==> src/rtl/riscv_pkg.sv <==
// Shared fetch-path definitions: widths, reset PC, opcode constants and the
// {instr, pc} packet carried from instruction memory to decode.
package riscv_pkg;

    localparam int XLEN = 32;
    localparam int ILEN = 32;

    localparam logic [XLEN-1:0] RESET_PC = 32'h0000_0000;

    localparam logic [6:0] OP_RTYPE = 7'b0110011;
    localparam logic [6:0] OP_ITYPE = 7'b0010011;

    typedef struct packed {
        logic [ILEN-1:0] instr;
        logic [XLEN-1:0] pc;
    } fetch_pkt_t;

endpackage

==> src/rtl/fetch_fifo.sv <==
// Small synchronous FIFO of fetch packets with a flush that empties it at the
// clock edge. DEPTH must be a power of two so the pointers wrap naturally.
module fetch_fifo
    import riscv_pkg::*;
#(
    parameter  int DEPTH = 2,
    localparam int AW    = $clog2(DEPTH),
    localparam int CW    = $clog2(DEPTH) + 1
) (
    input  logic          clk,
    input  logic          rst,
    input  logic          push,
    input  fetch_pkt_t    wdata,
    input  logic          pop,
    input  logic          flush,
    output fetch_pkt_t    rdata,
    output logic          full,
    output logic          empty,
    output logic [CW-1:0] count
);

    fetch_pkt_t    mem_q [DEPTH];
    logic [AW-1:0] wr_ptr_q;
    logic [AW-1:0] rd_ptr_q;
    logic [CW-1:0] count_q;
    logic [CW-1:0] count_d;

    // NOTE: every variable assigned here gets a default first, so no latch is inferred.
    always_comb begin
        count_d = count_q;
        unique case ({push, pop})
            2'b10:   count_d = count_q + CW'(1);
            2'b01:   count_d = count_q - CW'(1);
            default: count_d = count_q;
        endcase
    end

    always_ff @(posedge clk) begin
        if (rst || flush) begin
            wr_ptr_q <= '0;
            rd_ptr_q <= '0;
            count_q  <= '0;
        end else begin
            if (push) wr_ptr_q <= wr_ptr_q + AW'(1);
            if (pop)  rd_ptr_q <= rd_ptr_q + AW'(1);
            count_q <= count_d;
        end
    end

    // NOTE: storage is deliberately not reset; count_q guards every read of it.
    always_ff @(posedge clk) begin
        if (push) mem_q[wr_ptr_q] <= wdata;
    end

    assign rdata = mem_q[rd_ptr_q];
    assign full  = (count_q == CW'(DEPTH));
    assign empty = (count_q == '0);
    assign count = count_q;

endmodule

==> src/rtl/instr_fetch_unit.sv <==
// Fetch front end: issues in-order word fetches under a credit limit, buffers
// responses with their PC and hands {instr, pc} to decode; redirect flushes.
module instr_fetch_unit
    import riscv_pkg::*;
#(
    parameter int               XLEN       = riscv_pkg::XLEN,
    parameter logic [XLEN-1:0]  RESET_PC   = riscv_pkg::RESET_PC,
    parameter int               FIFO_DEPTH = 2
) (
    input  logic            clk,
    input  logic            rst,
    output logic            imem_req_valid,
    input  logic            imem_req_ready,
    output logic [XLEN-1:0] imem_req_addr,
    input  logic            imem_resp_valid,
    input  logic [31:0]     imem_resp_data,
    input  logic            redirect_valid,
    input  logic [XLEN-1:0] redirect_pc,
    output logic            if_valid,
    input  logic            if_ready,
    output logic [31:0]     if_instr,
    output logic [XLEN-1:0] if_pc
);

    localparam int CW = $clog2(FIFO_DEPTH) + 1;

    logic [XLEN-1:0] fetch_pc_q, fetch_pc_d;
    logic [CW-1:0]   outstanding_q, outstanding_d;
    logic [CW-1:0]   drop_q, drop_d;

    logic            req_fire;
    logic [CW:0]     committed;
    logic [XLEN-1:0] resp_pc;

    fetch_pkt_t      fifo_wdata;
    fetch_pkt_t      fifo_rdata;
    logic            fifo_push;
    logic            fifo_pop;
    logic            fifo_full;
    logic            fifo_empty;
    logic [CW-1:0]   fifo_count;

    // A pop this cycle frees its slot for a request this cycle, which is what
    // sustains one instruction per cycle with only two credits.
    assign committed = {1'b0, outstanding_q} + {1'b0, fifo_count} - {{CW{1'b0}}, fifo_pop};

    assign imem_req_valid = !rst && !redirect_valid && (committed < (CW+1)'(FIFO_DEPTH));
    assign imem_req_addr  = fetch_pc_q;
    assign req_fire       = imem_req_valid && imem_req_ready;

    // Once drop_q is zero every outstanding request is post-redirect and
    // sequential, so the oldest one sits outstanding_q words behind fetch_pc_q.
    assign resp_pc    = fetch_pc_q - (XLEN'(outstanding_q) << 2);
    assign fifo_wdata = '{instr: imem_resp_data, pc: resp_pc};
    assign fifo_push  = imem_resp_valid && (drop_q == '0) && !redirect_valid;

    assign if_valid = !rst && !fifo_empty && !redirect_valid;
    assign fifo_pop = if_valid && if_ready;
    assign if_instr = fifo_empty ? '0 : fifo_rdata.instr;
    assign if_pc    = fifo_empty ? '0 : fifo_rdata.pc;

    fetch_fifo #(
        .DEPTH (FIFO_DEPTH)
    ) u_fifo (
        .clk   (clk),
        .rst   (rst),
        .push  (fifo_push),
        .wdata (fifo_wdata),
        .pop   (fifo_pop),
        .flush (redirect_valid),
        .rdata (fifo_rdata),
        .full  (fifo_full),
        .empty (fifo_empty),
        .count (fifo_count)
    );

    always_comb begin
        fetch_pc_d    = fetch_pc_q;
        outstanding_d = outstanding_q;
        drop_d        = drop_q;

        if (redirect_valid) begin
            fetch_pc_d = {redirect_pc[XLEN-1:2], 2'b00};
        end else if (req_fire) begin
            fetch_pc_d = fetch_pc_q + XLEN'(4);
        end

        unique case ({req_fire, imem_resp_valid})
            2'b10:   outstanding_d = outstanding_q + CW'(1);
            2'b01:   outstanding_d = outstanding_q - CW'(1);
            default: outstanding_d = outstanding_q;
        endcase

        // Everything still in flight at a redirect is stale, except a response
        // landing this very cycle, which is discarded on the spot.
        if (redirect_valid) begin
            drop_d = outstanding_q - CW'(imem_resp_valid);
        end else if (imem_resp_valid && (drop_q != '0)) begin
            drop_d = drop_q - CW'(1);
        end
    end

    always_ff @(posedge clk) begin
        if (rst) begin
            fetch_pc_q    <= RESET_PC;
            outstanding_q <= '0;
            drop_q        <= '0;
        end else begin
            fetch_pc_q    <= fetch_pc_d;
            outstanding_q <= outstanding_d;
            drop_q        <= drop_d;
        end
    end

    a_resp_needs_request : assert property (@(posedge clk) disable iff (rst)
        imem_resp_valid |-> (outstanding_q != '0));

    a_no_push_when_full : assert property (@(posedge clk) disable iff (rst)
        (fifo_push && fifo_full) |-> fifo_pop);

    a_drop_bounded : assert property (@(posedge clk) disable iff (rst)
        drop_q <= outstanding_q);

endmodule

==> config.mk <==
export PLATFORM = sky130hd
export DESIGN_NAME = instr_fetch_unit
export DESIGN_NICKNAME = d
export VERILOG_FILES = /design/src/rtl/riscv_pkg.sv /design/src/rtl/fetch_fifo.sv /design/src/rtl/instr_fetch_unit.sv
export SDC_FILE = /design/constraint.sdc
export NUM_CORES = 1
export LEC_CHECK = 0
export CAP_MARGIN = 10
export CORE_MARGIN = 1.5
export CORE_UTILIZATION = 57
export DETAILED_ROUTE_END_ITERATION = 7
export DONT_BUFFER_PORTS = 1
export PLACE_DENSITY = 0.75
export SLEW_MARGIN = 40
export SYNTH_ARGS = -nofsm -noshare
export SYNTH_HDL_FRONTEND = slang
export SYNTH_SLANG_ARGS = --single-unit
==> constraint.sdc <==
create_clock -name clk -period 6.43 [get_ports clk]
set_input_delay 1.286 -clock clk [delete_from_list [all_inputs] [get_ports clk]]
set_output_delay 1.286 -clock clk [all_outputs]
set_load 0.01 [all_outputs]
* Yosys cells after proc, flatten, opt, wreduce, memory -nomap -nowiden *
Memories as Yosys holds them, arrays and structs flattened. A register that Yosys moved wholly into a read port is not among the register bits.
Cells that the tools add are included.

storage, ports and cells
  bits in registers = 40
  bits in latches = 0
  memory bits (writable) = 128
  memory bits (read-only) = 0
  input bits = 70
  output and inout port bits = 98
  word-level logic and storage cells = 58
  memories = 1

operators by class
  $add $sub $neg = 12
  $mul = 0
  divide/modulo/power cells = 0
  magnitude comparators = 1
  equal/unequal tests = 4
  shift-type cells = 0
  muxes and demuxes = 12
  bitwise logic cells = 0
  reduce and logical (&&, ||, !) cells = 21

memory list
  name          words  bits a word  read ports  clocked after memory_dff  write ports  RTL line          text
  u_fifo.mem_q  2      64           1           1                         1            fetch_fifo.sv:22  fetch_pkt_t mem_q [DEPTH];

operator list
  operator                                                                      number
  32-bit two-way mux                                                            4
  32-bit by 3-bit adder with 32-bit output, second input constant               1
  32-bit by 4-bit subtractor with 32-bit output                                 1
  2-bit nonzero test                                                            5
  1-bit logical AND                                                             9
  2-bit case mux with 2 select lines                                            2
  2-bit by 1-bit subtractor with 2-bit output, second input constant            3
  2-bit by 1-bit adder with 2-bit output, second input constant                 2
  2-bit by 1-bit == test with 1-bit output, second input constant               2
  2-bit == test, second input constant                                          2
  2-bit logical NOT                                                             2
  1-bit two-way mux                                                             4
  2-bit two-way mux                                                             2
  2-bit by 2-bit adder with 3-bit output                                        1
  1-bit logical NOT                                                             3
  3-bit by 2-bit less-than comparator with 1-bit output, second input constant  1
  3-bit by 1-bit subtractor with 3-bit output                                   1
  1-bit adder, second input constant                                            2
  2-bit OR reduction                                                            1
  2-bit by 1-bit subtractor with 2-bit output                                   1
  1-bit logical OR                                                              1

* Longest topological paths before layout *
  word-level depth = 11
  mapped depth = 17
  mapped depth without buffers = 13

* Modules after synthesis *
Synthesis repeated with hierarchy kept, for this count alone.

second synthesis, totals
  cell total of the unflattened synthesis = 664
  area, all modules = 8035.2 µm²

modules (own cells, without submodules)
  module            instances  cells each  area each (µm²)  seq. area each (µm²)
  fetch_fifo        1          221         4812.1           3943.8
  instr_fetch_unit  1          443         3223.1           680.7

* Least setup slack after synthesis *
OpenSTA, ideal clock, no wires.

  path type = input -> register
  start point = input port redirect_valid
  end point = memory u_fifo.mem_q[0][10] (netlist name), enable pin
  library setup time = 0.482 ns
  data arrival time = 4.417 ns
  data required time = 5.948 ns
  path slack = 1.531 ns
  stages = 4
  path buffers = 1
  cell sequence = inv_1 clkbuf_1 nand3_1 nor2_1

between the ends
  word-level cells in the longest chain between the ends = 4

RTL lines
  item                                     RTL line                text
  start: declaration                       instr_fetch_unit.sv:17  input logic redirect_valid,
  1-bit logical NOT                        instr_fetch_unit.sv:55  assign fifo_push = imem_resp_valid && (drop_q == '0) && !redirect_valid;
  1-bit logical AND                        instr_fetch_unit.sv:55
  1-bit two-way mux                        fetch_fifo.sv:52        if (push) mem_q[wr_ptr_q] <= wdata;
  1-bit two-way mux (not written as such)  fetch_fifo.sv:52
  end: declaration                         fetch_fifo.sv:22

Every way passes these cells.

* Final worst setup path *
  start point = input port redirect_valid
  end point = register outstanding_q[1]

between the ends
  word-level cells in the longest chain between the ends = 9
  elaborated cells between the ends (all ways) = 12
  classes of those cells = add/sub: 1; order compare: 1; eq/ne: 2; mux: 1; reduce/logical: 7

RTL lines
  item                                                                              RTL line                 text
  1-bit logical NOT (*)                                                             instr_fetch_unit.sv:57   assign if_valid = !rst && !fifo_empty && !redirect_valid;
  1-bit logical AND (*)                                                             instr_fetch_unit.sv:57
  via if_valid                                                                      instr_fetch_unit.sv:19   output logic if_valid,
  1-bit logical AND (*)                                                             instr_fetch_unit.sv:58   assign fifo_pop = if_valid && if_ready;
  via fifo_pop                                                                      instr_fetch_unit.sv:38   logic fifo_pop;
  3-bit by 1-bit subtractor with 3-bit output (*)                                   instr_fetch_unit.sv:45   assign committed = {1'b0, outstanding_q} + {1'b0, fifo_count} - {{CW{1'b0}}, fifo_pop};
  3-bit by 2-bit less-than comparator with 1-bit output (*)                         instr_fetch_unit.sv:47   assign imem_req_valid = !rst && !redirect_valid && (committed < (CW+1)'(FIFO_DEPTH));
  1-bit logical AND (*)                                                             instr_fetch_unit.sv:47
  1-bit logical AND (*)                                                             instr_fetch_unit.sv:49   assign req_fire = imem_req_valid && imem_req_ready;
  2-bit by 1-bit == test with 1-bit output / 2-bit == test (equally long branches)  instr_fetch_unit.sv:88   unique case ({req_fire, imem_resp_valid})
  2-bit case mux with 2 select lines / 2-bit nonzero test (equally long branches)   n/a
  end signal: assignment                                                            instr_fetch_unit.sv:110  outstanding_q <= outstanding_d;
  end: declaration                                                                  instr_fetch_unit.sv:28   logic [CW-1:0] outstanding_q, outstanding_d;

The timed path passes the listed nets; every way through them passes the cells marked *.
A chain may end at the register's enable or synchronous reset.

==> impl_metrics.yaml <==
grt:
  grt_overflow: 0
  grt_pass1_wl_mm: 25.1
  antenna_found_initial: 0
  grt_max_degree: 63
  use_met1_pct: 27.2
  use_met2_pct: 37.8
  grtUsageTotal_pct: 23.3
  grt_pass1_vias: 4765
  top_usage_layer: "met2"
  grt_use_met3_pct: 10.1
worst_setup_path:
  startpoint_type: "input port"
  worstPathRequired_ns: 6.78
  regToRegSetupSlack_ns: 2.49
  cp_max_fo: 30
  crit-reg2reg-launch: "u_fifo.count[0]$_SDFFE_PP0P_"
  critical_path_arrival_ns: 5.00
  path_class: "input port to flop"
  worst-r2r-cell-count: 12
  worstReg2RegEnd: "outstanding_q[1]$_SDFFE_PP0P_"
  cp-end-kind: "flop"
pwr:
  p_per_area_nw_per_um2: 289
  vdd_drop_max_v: 0.000146
  p_total_mw: 2.37
  p_leak_nw: 2.70
synthesis:
  ys_warn_count: 0
  synthDistinctLibCells: 50
  synth_seq_cells: 163
  synthDominantCellAreaShare_pct: 49.3
  ys.flop_type: "edfxtp_1"
  synth.avg_cell_area_sq_um: 11.6
  synth_largest_area_cell: "edfxtp_1"
  yosysSeqAreaShare_pct: 59.6
  ys_async_sr_fraction_pct: 0
  netlist_top_cells_area: "edfxtp_1 (49%), dfxtp_1 (10%), mux2i_1 (8.2%)"
  synth_edf_count: 124
  syn_area_sq_um: 7560
  synthCells: 654
cts:
  clockBufferDepth: 2
  ctsResizeCount: 0
  cts_buffers: 17
  cts_tree: "built"
  cts.clk_slew.worst_paths_ns: 0.06
  clock_latency_ns: 0.42
  post_cts_buffers: 0
  cts-root-buf: "clkbuf_16"
  cts_sinks: 163
  postCtsHoldBufs: 0
  htree_num_levels: 4
timing:
  hold_violations: 0
  slew_viol_final: 0
  slew_headroom_pct: 50.4
  tightest_slew_ns: 0.738
  skew_ns: 0.00709
  grt_setup_unrepaired: "false"
  period_needed_ns: 4.64
  fmax_mhz: 215
  period_share_pct: 72.2
  tns_ns: 0
  setup_viol: 0
floorplan:
  initial_core_util_pct: 59.2
  die_w_um: 118
  dieArea_sq_um: 14000
  io_pins: 168
  die_h_um: 118
  core.rowCount: 41
  core_area_sq_um: 12800
routing:
  post_drt_wl_per_cell_um: 19.6
  drt-vias-per-instance: 6.06
  drc: 0
  dr.pass1.iters: 5
  drtIter0Drc: 387
  num_vias: 4921
  ant_nets: 0
  postRouteWirelength_mm: 15.9
layout:
  num_antenna_cells: 0
  fillers: 983
  drive_above_1_share_pct: 7.66
  nets: 708
  final_common_cell: "edfxtp_1"
  area_growth_pct: 8.76
  final_cell_mix: "edfxtp_1 (124), nor2_1 (99), mux2i_1 (62), dfxtp_1 (38), xor2_1 (33)"
  design_area_sq_um: 8220
run:
  cap_violations: 0
worst_hold_path:
  min_path_type: "flop to flop"
  hp-start: "u_fifo.rd_ptr_q$_SDFFE_PP0P_"
  hold_depth: 2
placed_design:
  hpwl_mm: 10.5
  io_buffers: 0
  placed_area_sq_um: 7650
  place.gp.congestion: 0.864
status:
  outcome: "finished, final reports clean"
-- kinds of logic (layout without fill, tap and decap cells) --
kind of cell,Yosys count,count (layout),synth area share [%]
AND/OR/NAND/NOR,227,227,14.8
flip-flops,163,163,59.6
AO/OA/AOI/OAI,72,72,5.93
buffers and inverters,70,53,3.83
multiplexers,62,62,8.21
XOR/XNOR,48,48,5.56
adder cells (fa/ha/maj),11,11,2.02
other,1,4,0.0496
-- layer usage --
| layer | wire, um | part of all wire, % |
|---|---|---|
| met1 | 6250 | 39 |
| met4 | 388 | 2.4 |
| met2 | 7700 | 48 |
| met5 | 0 | 0 |
| met3 | 1600 | 10 |
-- how the worst max path moves through the flow --
stage / start / cells past startpoint / endpoint
finish: redirect_valid / 12 / outstanding_q[1]$_SDFFE_PP0P_
global route: redirect_valid / 12 / outstanding_q[1]$_SDFFE_PP0P_
CTS: redirect_valid / 12 / outstanding_q[1]$_SDFFE_PP0P_
detailed placement: redirect_valid / 12 / outstanding_q[1]$_SDFFE_PP0P_
global placement: redirect_valid / 12 / outstanding_q[1]$_SDFFE_PP0P_
floorplan: redirect_valid / 4 / u_fifo.mem_q[0][10]$_DFFE_PP_
-- synthesized netlist by cell type (all sizes together) (2+ instances only) --
cell	count
and3	15
xor2	33
xnor2	15
dfxtp	39
a31oi	9
nor3	14
o22ai	7
nand3	14
nor4	15
nor2	102
nand2b	2
o21ai	13
and4	3
edfxtp	124
nand2	23
nand4	14
o21bai	2
ha	9
nand3b	2
or2	2
a21oi	20
clkbuf	39
o31ai	2
a32oi	3
or3	7
inv	15
or4	6
a211oi	10
fa	2
and2	4
buf	16
mux2i	62
-- worst max-delay path, stage by stage --
cell,delay [ns]
or2_2,0.34
nor2_1,0.23
and2_1,0.20
ha_1,0.23
nand2b_1,0.16
fa_1,0.39
xor2_1,0.16
and4_1,0.60
inv_1,0.46
ha_1,0.44
or3_1,0.36
a21oi_1,0.14
-- power by group --
part	internal [mW]	switching, mW
logic	0.0705	0.115
clock network	0.534	0.407
registers	1.19	0.0538
total	1.80	0.576
-- layout make-up --
class	instances	area, sq um	share of cell area (%)
Sequential cell	163	4510	54.9
Multi-Input combinational cell	424	2800	34.1
Clock buffer	17	425	5.18
Tap cell	172	215	2.62
Clock inverter	15	133	1.61
Timing Repair Buffer	6	77.6	0.944
Inverter	15	56.3	0.685
-- flip-flops by register name (all words and copies together) (netlist names), named ones only --
signal / cells
imem_req_addr: 30
u_fifo.mem_q: 124
u_fifo.wr_ptr_q: 1
u_fifo.rd_ptr_q: 1
drop_q: 2
u_fifo.count: 2
outstanding_q: 2
-- per-stage QoR --
stage          utilization, %  worst slack, ns  hold slack, ns  instances
5_1_grt                  64.3             1.59           0.588        812
6_report                 64.3             1.79           0.536        812
2_1_floorplan               -             1.53           0.472        657
3_3_place_gp             59.5             1.47           0.490        778
3_5_place_dp             59.9             1.38           0.524        780
4_1_cts                  64.3             1.80           0.548        812
Power figures use the tool's default switching activity.
==> patch, RTL diff (same settings) <==
The parameter `FIFO_DEPTH` goes from 2 to 4.
--- a/src/rtl/instr_fetch_unit.sv
+++ b/src/rtl/instr_fetch_unit.sv
@@ -5,7 +5,7 @@
 #(
     parameter int               XLEN       = riscv_pkg::XLEN,
     parameter logic [XLEN-1:0]  RESET_PC   = riscv_pkg::RESET_PC,
-    parameter int               FIFO_DEPTH = 2
+    parameter int               FIFO_DEPTH = 4
 ) (
     input  logic            clk,
     input  logic            rst,
Check against the original RTL: not equivalent (Yosys sat finds a counterexample within 4 cycles, from zero or initial values and one cycle with rst high).
==> patch against the original RTL <==
- sequential cell count is 130 higher
- worst setup slack worse by 400 ps
- synthesized area grew 68%
- via count increased by 44%
- power increased by 76%
- final area up 71%
- routed wire length grew 60%
- die area up 66%
==> patch: results (changes against the original RTL) <==
{| class="wikitable"
! Metric !! Value
|-
| Number of buffers on the longest clock path || 3 (+1)
|-
| Number of antenna violations at the first check in global routing || 1 (+1)
|-
| Global-route wire length before repair || 40600 um (+61%)
|-
| Number of enable flip-flop cells after synthesis || 248 (+100%)
|-
| Number of different library cells in the post-synthesis netlist || 63 (+26%)
|-
| Last weighted congestion value of the routability-driven placer || 0.900 (+4.1%)
|-
| Dominant cells by area after synthesis || sky130_fd_sc_hd__edfxtp_1, sky130_fd_sc_hd__mux4_2, sky130_fd_sc_hd__dfxtp_1, sky130_fd_sc_hd__nor2b_1, sky130_fd_sc_hd__ha_1
|-
| Violation count after the first detailed-routing iteration || 502 (+30%)
|-
| Pre-CTS setup slack || 1040 ps (-335 ps)
|-
| Number of levels in the clock H-tree || 1 (-3)
|-
| Worst vdd ir || 191 uV (+31%)
|-
| N_diodes || 0 (unchanged)
|-
| Cell leakage power || 0.00448 uW (+66%)
|-
| Top cell types by occurrence after synthesis || sky130_fd_sc_hd__edfxtp_1, sky130_fd_sc_hd__nor2b_1, sky130_fd_sc_hd__mux4_2, sky130_fd_sc_hd__dfxtp_1, sky130_fd_sc_hd__nor2_1
|-
| Transition time of the tightest slew-check pin || 936 ps (+198 ps)
|-
| Layout filler cell count || 1541 (+57%)
|-
| Setup slack, reg-to-reg || 2290 ps (-200 ps)
|-
| Result of the run || finished, final reports clean
|-
| Number of clock buffers inserted by TritonCTS || 30 (+13)
|-
| Sequential cell area fraction in the yosys report || 65.6% (+6.0 points)
|-
| Layout cells sized above 1 || 16.9% (+9.2 points)
|-
| Largest net degree at the start of global routing || 64 (+1.6%)
|-
| Number of global-route vias before repair || 7337 (+54%)
|-
| Hold_ws || 517 ps (-18.4 ps)
|-
| Critical path fanouts, max || 43 (+43%)
|-
| Number of vias per cell || 6.29 (+3.7%)
|-
| All-layer global routing usage || 22.2% (-1.0 points)
|-
| Per-cell routed wire length || 22.6 um (+15%)
|-
| Clock insertion delay at the later pin of the skew report || 540 ps (+120 ps)
|-
| Placed Instance Area || 0.0131 mm^2 (+71%)
|-
| Final nets || 915 (+29%)
|-
| Post-layout worst setup margin || 1390 ps (-402 ps)
|-
| Clk_skew || 14.0 ps (+6.95 ps)
|-
| Cell area power density || 297 mW/mm^2 (+2.8%)
|}
[patch: changes by cell type after synthesis, sizes merged, moves of 7 or more]
| cell | unedited run | this run |
|---|---|---|
| nor2b | 1 | 64 |
| xor2 | 33 | 22 |
| mux2i | 62 | 3 |
| mux4 | 0 | 62 |
| o211ai | 1 | 14 |
| edfxtp | 124 | 248 |
| and3 | 15 | 3 |
| ha | 9 | 19 |
| o22ai | 7 | 0 |
| nand2 | 23 | 34 |
| inv | 15 | 34 |
| nor2 | 102 | 38 |
[patch: area by class of cell]
type / instances / share of cell area, %
repair buffers: 13 / 1.50
well taps: 280 / 2.49
inverters: 34 / 0.908
flip-flops and latches: 293 / 59.5
multi-input cells: 451 / 28.8
clock buffers: 39 / 5.96
clock inverters: 17 / 0.855
[patch: report_power, final]
group / switching (uW) / internal (uW) / leakage (uW)
registers: 56.0 / 2150 / 0.00263
clock network: 693 / 959 / 0.000488
logic: 191 / 126 / 0.00136
total: 940 / 3230 / 0.00448
[patch: metal layers]
metal  routed length (um)  vias to the layer above  share of wire [%]  GRT usage (%)
met1                10500                     3598                 41           29.6
met4                  490                        2                1.9           5.87
li1                     -                     3173                  -              -
met5                    7                        -              0.027              0
met2                12500                      269                 49           37.0
met3                 2000                       44                7.8           5.46
[patch: cells by family after synthesis]
family	synth area share, %
compound gates	5.36
xor+xnor	2.89
fa+ha+maj	2.34
buf+inv	2.77
flops	65.6
mux	11.4
other cells	0.0295
simple gates	9.61
[patch: worst max-delay path, stage by stage]
cell and delay (ps):
sky130_fd_sc_hd__or2_2 410, sky130_fd_sc_hd__nor3b_1 540, sky130_fd_sc_hd__ha_1 250, sky130_fd_sc_hd__inv_1 50
sky130_fd_sc_hd__ha_1 270, sky130_fd_sc_hd__and3b_1 210, sky130_fd_sc_hd__nor4_1 270, sky130_fd_sc_hd__buf_4 200
sky130_fd_sc_hd__nor2_1 50, sky130_fd_sc_hd__nor2_1 230
[patch: worst paths after layout]
kind | startpoint | cells past startpoint | endpoint
setup / recovery | rst | 10 | imem_req_valid
setup reg to reg | u_fifo.count[2] | 15 | outstanding_q[2]
hold reg to reg | outstanding_q[2] | 2 | outstanding_q[2]
hold / removal | outstanding_q[2] | 2 | outstanding_q[2]
[patch: metrics by stage]
stage / power [uW] / cells
after detailed placement: 2560 / 1070
after floorplan: 2480 / 831
final: 4170 / 1127
after CTS: 4210 / 1126
after global placement: 2530 / 1062
after global routing: 4330 / 1127
